## src/rtl/mem_arbiter.sv

```systemverilog
// Byte-serialising memory port controller: round-robin arbitration between ICache
// word fetches and LSB loads/stores, with misprediction flush and IO write stalls.
module mem_arbiter #(
    parameter logic [1:0] IO_BASE_HI = 2'b11
) (
    input  logic        clk,
    input  logic        rst,
    input  logic        rdy,
    input  logic        jump_wrong,
    input  logic        icache_req,
    input  logic [31:0] icache_addr,
    output logic        icache_valid,
    output logic [31:0] icache_instr,
    input  logic        lsb_req,
    input  logic        lsb_wr,
    input  logic [1:0]  lsb_len,
    input  logic [31:0] lsb_addr,
    input  logic [31:0] lsb_wdata,
    output logic        lsb_valid,
    output logic [31:0] lsb_rdata,
    input  logic [7:0]  mem_din,
    output logic [7:0]  mem_dout,
    output logic [31:0] mem_a,
    output logic        mem_wr,
    input  logic        io_buffer_full
);

    typedef enum logic [1:0] {IDLE, IFETCH, LOAD, STORE} state_t;

    state_t      state_q, state_d;
    logic [2:0]  cnt_q, cnt_d;
    logic [2:0]  n_q, n_d;
    logic [31:0] base_q, base_d;
    logic [31:0] buf_q, buf_d;
    logic [31:0] wdata_q, wdata_d;
    logic        last_grant_q, last_grant_d;
    logic [31:0] mem_a_q, mem_a_d;
    logic [7:0]  mem_dout_q, mem_dout_d;
    logic        mem_wr_q, mem_wr_d;
    logic        icache_valid_q, icache_valid_d;
    logic [31:0] icache_instr_q, icache_instr_d;
    logic        lsb_valid_q, lsb_valid_d;
    logic [31:0] lsb_rdata_q, lsb_rdata_d;

    logic        ic_go, lsb_go, grant_lsb;
    logic [1:0]  rd_idx;
    logic        io_stall;

    assign rd_idx   = cnt_q[1:0] - 2'd1;
    assign io_stall = (base_q[17:16] == IO_BASE_HI) && io_buffer_full;

    always_comb begin
        // NOTE: every variable gets a default first so no path can infer a latch.
        state_d        = state_q;
        cnt_d          = cnt_q;
        n_d            = n_q;
        base_d         = base_q;
        buf_d          = buf_q;
        wdata_d        = wdata_q;
        last_grant_d   = last_grant_q;
        mem_a_d        = mem_a_q;
        mem_dout_d     = mem_dout_q;
        mem_wr_d       = 1'b0;
        icache_valid_d = 1'b0;
        icache_instr_d = icache_instr_q;
        lsb_valid_d    = 1'b0;
        lsb_rdata_d    = lsb_rdata_q;

        // A requester's req is still high in its own valid cycle; that is not a new request.
        ic_go     = icache_req && !icache_valid_q;
        lsb_go    = lsb_req && !lsb_valid_q;
        grant_lsb = lsb_go && (!ic_go || !last_grant_q);

        case (state_q)
            IDLE: begin
                if (!jump_wrong && (ic_go || lsb_go)) begin
                    cnt_d        = 3'd0;
                    buf_d        = 32'd0;
                    last_grant_d = grant_lsb;
                    if (grant_lsb) begin
                        base_d  = lsb_addr;
                        n_d     = {1'b0, lsb_len} + 3'd1;
                        wdata_d = lsb_wdata;
                        state_d = lsb_wr ? STORE : LOAD;
                    end else begin
                        base_d  = icache_addr;
                        n_d     = 3'd4;
                        state_d = IFETCH;
                    end
                end
            end

            IFETCH, LOAD: begin
                if (jump_wrong) begin
                    state_d = IDLE;
                end else begin
                    if (cnt_q < n_q)
                        mem_a_d = base_q + {29'd0, cnt_q};
                    // mem_din answers the address issued on the previous edge.
                    if (cnt_q != 3'd0)
                        buf_d[{rd_idx, 3'b000} +: 8] = mem_din;
                    if (cnt_q == n_q) begin
                        state_d = IDLE;
                        if (state_q == IFETCH) begin
                            icache_valid_d = 1'b1;
                            icache_instr_d = buf_d;
                        end else begin
                            lsb_valid_d = 1'b1;
                            lsb_rdata_d = buf_d;
                        end
                    end else begin
                        cnt_d = cnt_q + 3'd1;
                    end
                end
            end

            STORE: begin
                if (!io_stall) begin
                    mem_a_d    = base_q + {29'd0, cnt_q};
                    mem_dout_d = wdata_q[{cnt_q[1:0], 3'b000} +: 8];
                    mem_wr_d   = 1'b1;
                    if (cnt_q == n_q - 3'd1) begin
                        lsb_valid_d = 1'b1;
                        state_d     = IDLE;
                    end else begin
                        cnt_d = cnt_q + 3'd1;
                    end
                end
            end

            default: state_d = IDLE;
        endcase
    end

    // NOTE: sequential state uses non-blocking assignments only; rdy low freezes everything.
    always_ff @(posedge clk or negedge rst) begin
        if (!rst) begin
            state_q        <= IDLE;
            cnt_q          <= 3'd0;
            n_q            <= 3'd0;
            base_q         <= 32'd0;
            buf_q          <= 32'd0;
            wdata_q        <= 32'd0;
            last_grant_q   <= 1'b0;
            mem_a_q        <= 32'd0;
            mem_dout_q     <= 8'd0;
            mem_wr_q       <= 1'b0;
            icache_valid_q <= 1'b0;
            icache_instr_q <= 32'd0;
            lsb_valid_q    <= 1'b0;
            lsb_rdata_q    <= 32'd0;
        end else if (rdy) begin
            state_q        <= state_d;
            cnt_q          <= cnt_d;
            n_q            <= n_d;
            base_q         <= base_d;
            buf_q          <= buf_d;
            wdata_q        <= wdata_d;
            last_grant_q   <= last_grant_d;
            mem_a_q        <= mem_a_d;
            mem_dout_q     <= mem_dout_d;
            mem_wr_q       <= mem_wr_d;
            icache_valid_q <= icache_valid_d;
            icache_instr_q <= icache_instr_d;
            lsb_valid_q    <= lsb_valid_d;
            lsb_rdata_q    <= lsb_rdata_d;
        end
    end

    // A held write strobe must not repeat the byte while the block is frozen.
    assign mem_wr       = mem_wr_q & rdy;
    assign mem_a        = mem_a_q;
    assign mem_dout     = mem_dout_q;
    assign icache_valid = icache_valid_q;
    assign icache_instr = icache_instr_q;
    assign lsb_valid    = lsb_valid_q;
    assign lsb_rdata    = lsb_rdata_q;

endmodule

```

## config.mk

```make
export PLATFORM = sky130hd
export DESIGN_NAME = mem_arbiter
export DESIGN_NICKNAME = d
export VERILOG_FILES = /design/src/rtl/mem_arbiter.sv
export SDC_FILE = /design/constraint.sdc
export NUM_CORES = 1
export LEC_CHECK = 0
export ABC_AREA = 1
export CAP_MARGIN = 40
export CORE_ASPECT_RATIO = 1.1
export CORE_MARGIN = 5
export CORE_UTILIZATION = 55
export DETAILED_ROUTE_END_ITERATION = 12
export PLACE_DENSITY_LB_ADDON = 0.12
export SLEW_MARGIN = 5
export SYNTH_ARGS = -nofsm -noshare
export SYNTH_HDL_FRONTEND = slang
export SYNTH_SLANG_ARGS = --single-unit
```

## constraint.sdc

```tcl
create_clock -name clk -period 3.8 [get_ports clk]
set_input_delay 0.57 -clock clk [delete_from_list [all_inputs] [get_ports clk]]
set_output_delay 0.57 -clock clk [all_outputs]
set_load 0.01 [all_outputs]
```

[Word-level counts from Yosys, hierarchy flattened]
Index checks and enable logic that the tools add are counted.
Word-level totals
  register bits: 212
  bits in latches: 0
  RAM bits: 0
  ROM bits: 0
  bits of input ports: 114
  output and inout port bits: 107
  logic and storage cells: 105
  memories: 0
Cells by class
  add/subtract/negate cells: 6
  multiply operators: 0
  div/mod/pow operators: 0
  magnitude comparators: 1
  eq/ne operators: 14
  shift operators: 3
  mux-type cells: 37
  bitwise operators: 4
  reduce and logical (&&, ||, !) cells: 26
Operators with widths (number)
  $mux W32: 7
  $pmux W32 S2: 2
  $add A32 B3 Y32: 1
  $bwmux W32: 1
  $shift A8 B7 Y32 const A: 1
  $shiftx A32 B6 Y8: 1
  $shiftx A8 B7 Y32: 1
  $reduce_and A5 Y1: 4
  $mux W3: 6
  $ne A2 B2 Y1 const B: 7
  $mux W1: 12
  $mux W2: 6
  $pmux W3 S3: 1
  $reduce_and A4 Y1: 2
  $neg A5 Y7: 1
  $eq A2 B2 Y1 const B: 3
  $eq A3 B3 Y1: 2
  $pmux W2 S3: 1
  $reduce_and A3 Y1: 2
  $reduce_and A6 Y1: 1
  $logic_and A1 B1 Y1: 5
  $logic_not A1 Y1: 5
  $reduce_bool A2 Y1: 2
  $add A2 B1 Y3 const B: 1
  other kinds (13): 16

[Depth between registers and ports, before layout]
Gate-level depths: netlist of run 1.
  depth after elaboration: 8
  gate-level depth with buffers: 13
  mapped depth without buffers: 13

[Worst setup path after synthesis of run 1]
OpenSTA, ideal clock, no wires.
  path kind: register to register
  from: register cnt_q[0]
  to: register lsb_rdata_q[11], in the netlist lsb_rdata[11]
  library setup time: 0.123 ns
  arrival time: 2.213 ns
  data required time: 3.677 ns
  setup slack: 1.464 ns
  stages on the path, launching flop included: 12
  buffers on the path: 5
  period minus slack after synthesis: 2.336 ns
  cell sequence: dfrtp_1 > buf_4 > inv_2 > buf_4 > clkbuf_1 > ha_1 > nand3_1 > or3_1 > buf_6 > clkbuf_2 > o21ai_0 > nand2_1
Between the ends
  cells in the longest elaborated chain, start to end: 5
  elaborated cells on any way between the ends: 9
  classes of those cells: add/sub (2); eq/ne (1); shift (2); mux (2); reduce/logical (2)
RTL lines
  start: declaration: line 31  | logic [2:0] cnt_q, cnt_d;
  start signal: assignment: line 154  | cnt_q <= cnt_d;
  $sub A2 B1 Y2: line 49  | assign rd_idx = cnt_q[1:0] - 2'd1;
  $neg A5 Y7: line 101  | buf_d[{rd_idx, 3'b000} +: 8] = mem_din;
  $shiftx A8 B7 Y32 or $shift A8 B7 Y32 (tied branches): line 101
  $bwmux W32: line 101
  $mux W32: line 100  | if (cnt_q != 3'd0)
  end signal: assignment: line 166  | lsb_rdata_q <= lsb_rdata_d;
  end: declaration: line 43  | logic [31:0] lsb_rdata_q, lsb_rdata_d;
Parallel ways exist; a longest one is shown, timed or not.
A chain may end at the register's enable or synchronous reset.

[Final worst setup path of run 1]
  from: register cnt_q[1]
  to: register mem_a_q[22], in the netlist mem_a[22]
Between the ends
  cells in the longest elaborated chain, start to end: 4
  elaborated cells on any way between the ends: 8
  classes of those cells: add/sub (1); order compare (1); eq/ne (1); mux (4); reduce/logical (1)
RTL lines
  $add A32 B3 Y32: line 98, 119
  $mux W32: line 97  | if (cnt_q < n_q)
  $mux W32: line 94  | if (jump_wrong) begin
  $pmux W32 S2: line 74  | case (state_q)
  end signal: assignment: line 160  | mem_a_q <= mem_a_d;
  end: declaration: line 37  | logic [31:0] mem_a_q, mem_a_d;
Parallel ways exist; a longest one is shown, timed or not. The select of a mux whose other input is x is not followed.

==> results.md, run 1 <==
* Row cnt at 52
* CP peak stage delay at 610 ps
* Setup Fix Bufs, Post-CTS at 0
* Post-synth top area cell: dfrtp_1
* Via Count at 9,448
* Psw at 3.387 mW
* LEAKAGE at 6.505 nW
* Drt pass-1 iters at 5
* Ranking of synthesized cells by area: dfrtp_1 51%, nand2_1 19%, o21ai_0 4.7%, inv_1 3.2%, a21oi_1 2.5%
* Clk sinks at 212
* CTS root buf: clkbuf_16
* Reg-to-reg endpoint: mem_a[22]$_DFFE_PN0P_
* Largest net degree at the start of global routing at 73
* Clock transition at path regs at 60 ps
* CP Class: reg -> reg
* Gp weighted congestion at 0.8997
* Max FO, Critical Path at 16
* Top delay family on crit path: simple AND/OR/NAND/NOR gates
* Die width at 140.7 µm
* Dpl hpwl at 20,890 µm
* Synth Flop Type: dfrtp_1
* CTS H-tree depth at 1
* Gr ovfl total at 0
* CP startpoint: cnt_q[1]$_DFFE_PN0P_
* Final hold viol count at 0
* Maximum vdd ir drop at 0.0004942 V
* R2r startpoint: cnt_q[1]$_DFFE_PN0P_
* Hold-fix buffers, CTS at 0
* Final setup fails at 0
* Yosys reg bits at 212
* Power share of the clock group at 0.249
* Antenna Nets Post-Route at 0
* R2r setup slk at 890 ps
* # DRC at 0
* Post-Syn Area per Cell at 7.943 µm²
* IO Pins at 221
* TNS Setup at 0 ps
* Clock buffer depth at 3
* Fraction of registers with async set/reset at 1.000
* Synthesis Warnings at 0
* Initial core utilization at 0.5597
* Number of flops mapped to enable cells by yosys at 0
* Bufs and invs on worst path at 3
* Syn nets at 1,435
* Critical Path Start Type: flip-flop
* Vias/cell at 5.350
* Min-delay worst type: in -> async
* Logic gate share of total power at 0.377
* Sw Share at 0.3745
* Status: finished, final reports clean
* DIE HEIGHT at 153.8 µm
* Pin slew with the least headroom to its limit at 788.1 ps
* Worst path slowest cell: fa_1
* Cts bufs inserted at 22
* Area Overhead vs Synth at 30.20%
* Number of global-route vias before repair at 9,384
* R2R depth at 11
* 1st-iter DRT viols at 663
* Hold slack at 78.90 ps
* Synth top area share at 0.5130
* Pre-CTS setup slack at 852.8 ps
* Power Dens Cells at 671.8 nW/µm²
* Total Nets Final at 1,640
* Pint at 5.658 mW
* Post-Syn Area at 10,340 µm²
* GR Util All Layers at 0.2640
* Distinct cells, synth at 39
* Share of cells above drive strength 1 at 0.04859
* Top cells by count, synth: 533 x nand2_1, 212 x dfrtp_1, 98 x o21ai_0
* DR WL/cell at 16.34 µm
* Die ar. at 21,650 µm²
* CP Cell Sequence: buf_4 > clkinv_1 > fa_1 > inv_1 > nand3_1 > nand2_1 > nand2_1 > nor2_1 > nand3_1 > nand3_1 > nand2_1
* Ant. Diodes at 0
* Arrival time worst endpoint at 3290 ps
* RSZ-0062 raised after global routing: false
* Skew-Pair Late Insertion Delay at 500 ps
* Fillers at 1,449
* Final worst slack at 892.0 ps
* Initial antenna violation count at 2
* Final Cycle Share at 0.7653
* PostCTS Resize Cnt at 0
* Max Slew Vio Count at 0
* Sequential power share at 0.374
* TritonCTS clock tree: done
* Number of port buffers at 220
* Max-Cap Viols at 0
* Cell count after synthesis at 1,302
* Slew HR at 0.4746
* Max Fclk at 343.9 MHz
* Skew final at 10.17 ps
* CP Data Required Time at 4190 ps
* Core area at 18,480 µm²
* Drt total wl at 28,870 µm
* Most frequent cell after synthesis: nand2_1
* Sequential share of the synthesized area at 0.5130
* Worst path depth at 11
* Setup crit end: mem_a[22]$_DFFE_PN0P_
* Critical Path End Type: flip-flop
* First-pass GRT wire length at 47,240 µm
* Time the worst path needs with I/O delays and setup at 2908 ps
## power by group through the flow
stage	clock network [mW]	logic (mW)	registers [mW]
2_1_floorplan	0	2.02	3.41
3_3_place_gp	0	3.30	3.40
3_5_place_dp	0	3.38	3.40
4_1_cts	2.28	3.42	3.38
5_1_grt	2.37	3.82	3.47
6_report	2.25	3.41	3.38
## per-layer routing
metal,global-route usage,part of all wire,vias to the layer above
li1,-,-,4570
met1,0.3392,0.41,4471
met2,0.4546,0.49,346
met3,0.05095,0.072,57
met4,0.07937,0.028,4
met5,0,0.00073,-
## kinds of logic after synthesis
family / count (synthesis) / synth area share
compound gates: 234 / 0.1278
xor+xnor: 14 / 0.01186
fa+ha+maj: 19 / 0.02371
buf+inv: 152 / 0.06304
flops: 212 / 0.5130
simple gates: 671 / 0.2606
## worst min path at each step
stage	from	end
floorplan	rst	base_q[0]$_DFFE_PN0P_
global placement	wdata_q[6]$_DFFE_PN0P_	wdata_q[6]$_DFFE_PN0P_
detailed placement	wdata_q[27]$_DFFE_PN0P_	wdata_q[27]$_DFFE_PN0P_
CTS	rst	lsb_rdata[21]$_DFFE_PN0P_
global route	rst	icache_instr[23]$_DFFE_PN0P_
finish	rst	icache_instr[23]$_DFFE_PN0P_
## area by class of cell
type	count	area, µm²	share of cell area
Timing Repair Buffer	235	2338	0.1737
Clock buffer	33	673.1	0.05000
Multi-Input combinational cell	938	4384	0.3256
Inverter	98	367.9	0.02732
Tap cell	243	304.0	0.02258
Sequential cell	212	5305	0.3940
Clock inverter	7	91.34	0.006784
## sequential cells by signal (all words and copies together), names as in the netlist, 2 cells and up
name	count
cnt_q	3
n_q	3
buf_q	32
wdata_q	32
base_q	32
state_q	2
icache_instr	32
lsb_rdata	32
mem_dout	8
mem_a	32
## stage by stage
step           power (mW)  cells  utilization  area [µm²]
4_1_cts             9.070   1766       0.7287       13460
2_1_floorplan       5.430   1302            -       10340
5_1_grt             9.649   1766       0.7287       13460
6_report            9.045   1766       0.7287       13460
3_3_place_gp        6.699   1725       0.6865       12680
3_5_place_dp        6.783   1726       0.6873       12700
## cell usage in the layout, fill, tap and decap left out, types with 4 or more instances in the layout
cell type and instances:
nand2_1 533, clkdlybuf4s50_1 219, dfrtp_1 212, o21ai_0 98, inv_1 89, nor2_1 65, a21oi_1 51, nand3_1 49
o21ai_1 27, clkbuf_16 23, a22oi_1 18, ha_1 18, a2bb2oi_1 14, buf_4 13, xor2_1 12, o22ai_1 10
o21a_1 8, o31ai_1 8, inv_2 7, clkbuf_8 7, nand2_2 4, nand3b_1 4, clkbuf_1 4
Power figures use the tool's default switching activity.
==> run 2, diff against run 1 <==
--- a/config.mk
+++ b/config.mk
@@ -9,7 +9,7 @@
 export CAP_MARGIN = 40
 export CORE_ASPECT_RATIO = 1.1
 export CORE_MARGIN = 5
-export CORE_UTILIZATION = 55
+export CORE_UTILIZATION = 51
 export DETAILED_ROUTE_END_ITERATION = 12
 export PLACE_DENSITY_LB_ADDON = 0.12
 export SLEW_MARGIN = 5
==> constraint.sdc (replaced) <==
create_clock -name clk -period 2.7 [get_ports clk]
set_input_delay 0.405 -clock clk [delete_from_list [all_inputs] [get_ports clk]]
set_output_delay 0.405 -clock clk [all_outputs]
set_load 0.01 [all_outputs]
==> results.md, run 2 (synthesized netlist as in run 1, its figures left out) <==
* Antenna Nets Post-Route at 0 (unchanged)
* GR Util All Layers at 0.2509 (-0.01313)
* Share of cells above drive strength 1 at 0.05606 (+0.007474)
* Skew-Pair Late Insertion Delay at 510 ps (about the same)
* TNS Setup at 0 ps (unchanged)
* Largest net degree at the start of global routing at 66 (-9.6%)
* Clock transition at path regs at 60 ps (about the same)
* CP Class: reg -> reg
* Drt total wl at 29,660 µm (+2.8%)
* Clk sinks at 212 (unchanged)
* Die ar. at 23,230 µm² (+7.3%)
* Die width at 145.8 µm (+3.6%)
* Max-Cap Viols at 0 (unchanged)
* IO Pins at 221 (unchanged)
* Area Overhead vs Synth at 31.92%
* Post-place instance area at 12,820 µm² (+0.97%)
* TritonCTS clock tree: done
* Ant. Diodes at 0 (unchanged)
* Critical Path Start Type: flip-flop
* Non-Filler Instances at 1,786 (+1.1%)
* Vias/cell at 5.323 (-0.51%)
* Number of global-route vias before repair at 9,454 (+0.75%)
* DP Cell Count at 1,746 (+1.2%)
* Initial antenna violation count at 1 (-1)
* Final setup fails at 0 (unchanged)
* Skew final at 9.196 ps (-0.9706 ps)
* Row cnt at 54 (+3.8%)
* CTS H-tree depth at 1 (unchanged)
* Most frequent cells in the layout: 533 x nand2_1, 219 x clkdlybuf4s50_1, 212 x dfrtp_1, 98 x o21ai_0, 89 x inv_1
* Drt pass-1 iters at 9 (+4)
* Arrival time worst endpoint at 2740 ps (-550 ps)
* RSZ-0062 raised after global routing: false
* Slew HR at 0.5694 (+0.09478)
* CP Data Required Time at 3140 ps (-1050 ps)
* Number of port buffers at 220 (unchanged)
* Cts bufs inserted at 22 (unchanged)
* Total Power at 13.02 mW (+44%)
* Power Dens Cells at 954.5 nW/µm² (+42%)
* Final Cycle Share at 0.8495 (+0.08421)
* Via Count at 9,506 (+0.61%)
* Max FO, Critical Path at 11 (-5)
* Core area at 19,930 µm² (+7.9%)
* Cell area after layout at 13,640 µm² (+1.3%)
* Most common cell after layout, fill and taps aside: nand2_1
* Gp weighted congestion at 0.9244 (+2.7%)
* Final hold viol count at 0 (unchanged)
* DIE HEIGHT at 159.3 µm (+3.6%)
* Min-delay worst type: in -> reg
* Gr ovfl total at 0 (unchanged)
* PostCTS Resize Cnt at 0 (unchanged)
* Hold slack at 438.3 ps (+359.4 ps)
* DR WL/cell at 16.61 µm (+1.6%)
* First-pass GRT wire length at 48,310 µm (+2.2%)
* Clock buffer depth at 3 (unchanged)
* # DRC at 0 (unchanged)
* Dpl hpwl at 21,550 µm (+3.2%)
* Max Fclk at 436.0 MHz (+27%)
* Total Nets Final at 1,652 (+0.73%)
* CTS root buf: clkbuf_16
* Initial core utilization at 0.5188 (-0.04082)
* Pin slew with the least headroom to its limit at 645.2 ps (-142.9 ps)
* Maximum vdd ir drop at 0.0005416 V (+9.6%)
* Status: finished, final reports clean
* Critical Path End Type: flip-flop
* Time the worst path needs with I/O delays and setup at 2294 ps (-614.4 ps)
* 1st-iter DRT viols at 639 (-3.6%)
* Max Slew Vio Count at 0 (unchanged)
* LEAKAGE at 6.595 nW (+1.4%)
==> run 2: final cells by class <==
| type | instances | area [µm²] |
|---|---|---|
| Clock buffer | 31 | 665.6 |
| Multi-Input combinational cell | 938 | 4384 |
| Fill cell | 1667 | 6290 |
| Timing Repair Buffer | 247 | 2461 |
| Inverter | 98 | 367.9 |
| Tap cell | 252 | 315.3 |
| Sequential cell | 212 | 5305 |
| Clock inverter | 8 | 142.6 |
==> run 2: path summary, 6_finish.rpt <==
check | start | endpoint | slack, ps | cells past startpoint
max | cnt_q[1]$_DFFE_PN0P_ | icache_instr[25]$_DFFE_PN0P_ | 410 | 8
min | lsb_wdata[30] | wdata_q[30]$_DFFE_PN0P_ | 440 | 3
max reg2reg | cnt_q[1]$_DFFE_PN0P_ | icache_instr[25]$_DFFE_PN0P_ | 410 | 8
min reg2reg | wdata_q[1]$_DFFE_PN0P_ | wdata_q[1]$_DFFE_PN0P_ | 470 | 2
max in group asynchronous | rst | buf_q[26]$_DFFE_PN0P_ | 1280 | 3
min in group asynchronous | rst | icache_instr[19]$_DFFE_PN0P_ | 450 | 2
==> run 2: per-stage QoR <==
stage,util,setup slack (ps)
after floorplan,-,363.9
after global placement,0.6434,380.9
after detailed placement,0.6434,360.5
after CTS,0.6844,393.0
after global routing,0.6844,163.5
final,0.6844,406.4
==> run 2: critical path, stage by stage (launching register included) <==
cell and delay, ps:
dfrtp_1 460, clkinv_1 160, buf_4 220, ha_1 320, inv_1 130, nand2_1 210, o31ai_1 540, nand2_1 110
nand2_1 80
==> run 2: layer usage <==
layer	part of all wire	track usage
met3	0.064	0.04498
met5	0.00024	0
met4	0.031	0.08420
met1	0.42	0.3279
met2	0.49	0.4237
==> run 2: repair_timing <==
item	4_1_cts	5_1_grt
hold buffers	1	0
endpoints found under the hold margin	62	0
buffers inserted	0	0
==> run 2: power breakdown <==
part	leakage, nW	internal (mW)	switching (mW)	total, mW
Combinational	3.47	2.02	2.87	4.89
Clock	0.397	2.10	1.25	3.34
Sequential	2.73	4.10	0.694	4.79
Total	6.59	8.21	4.81	13.0
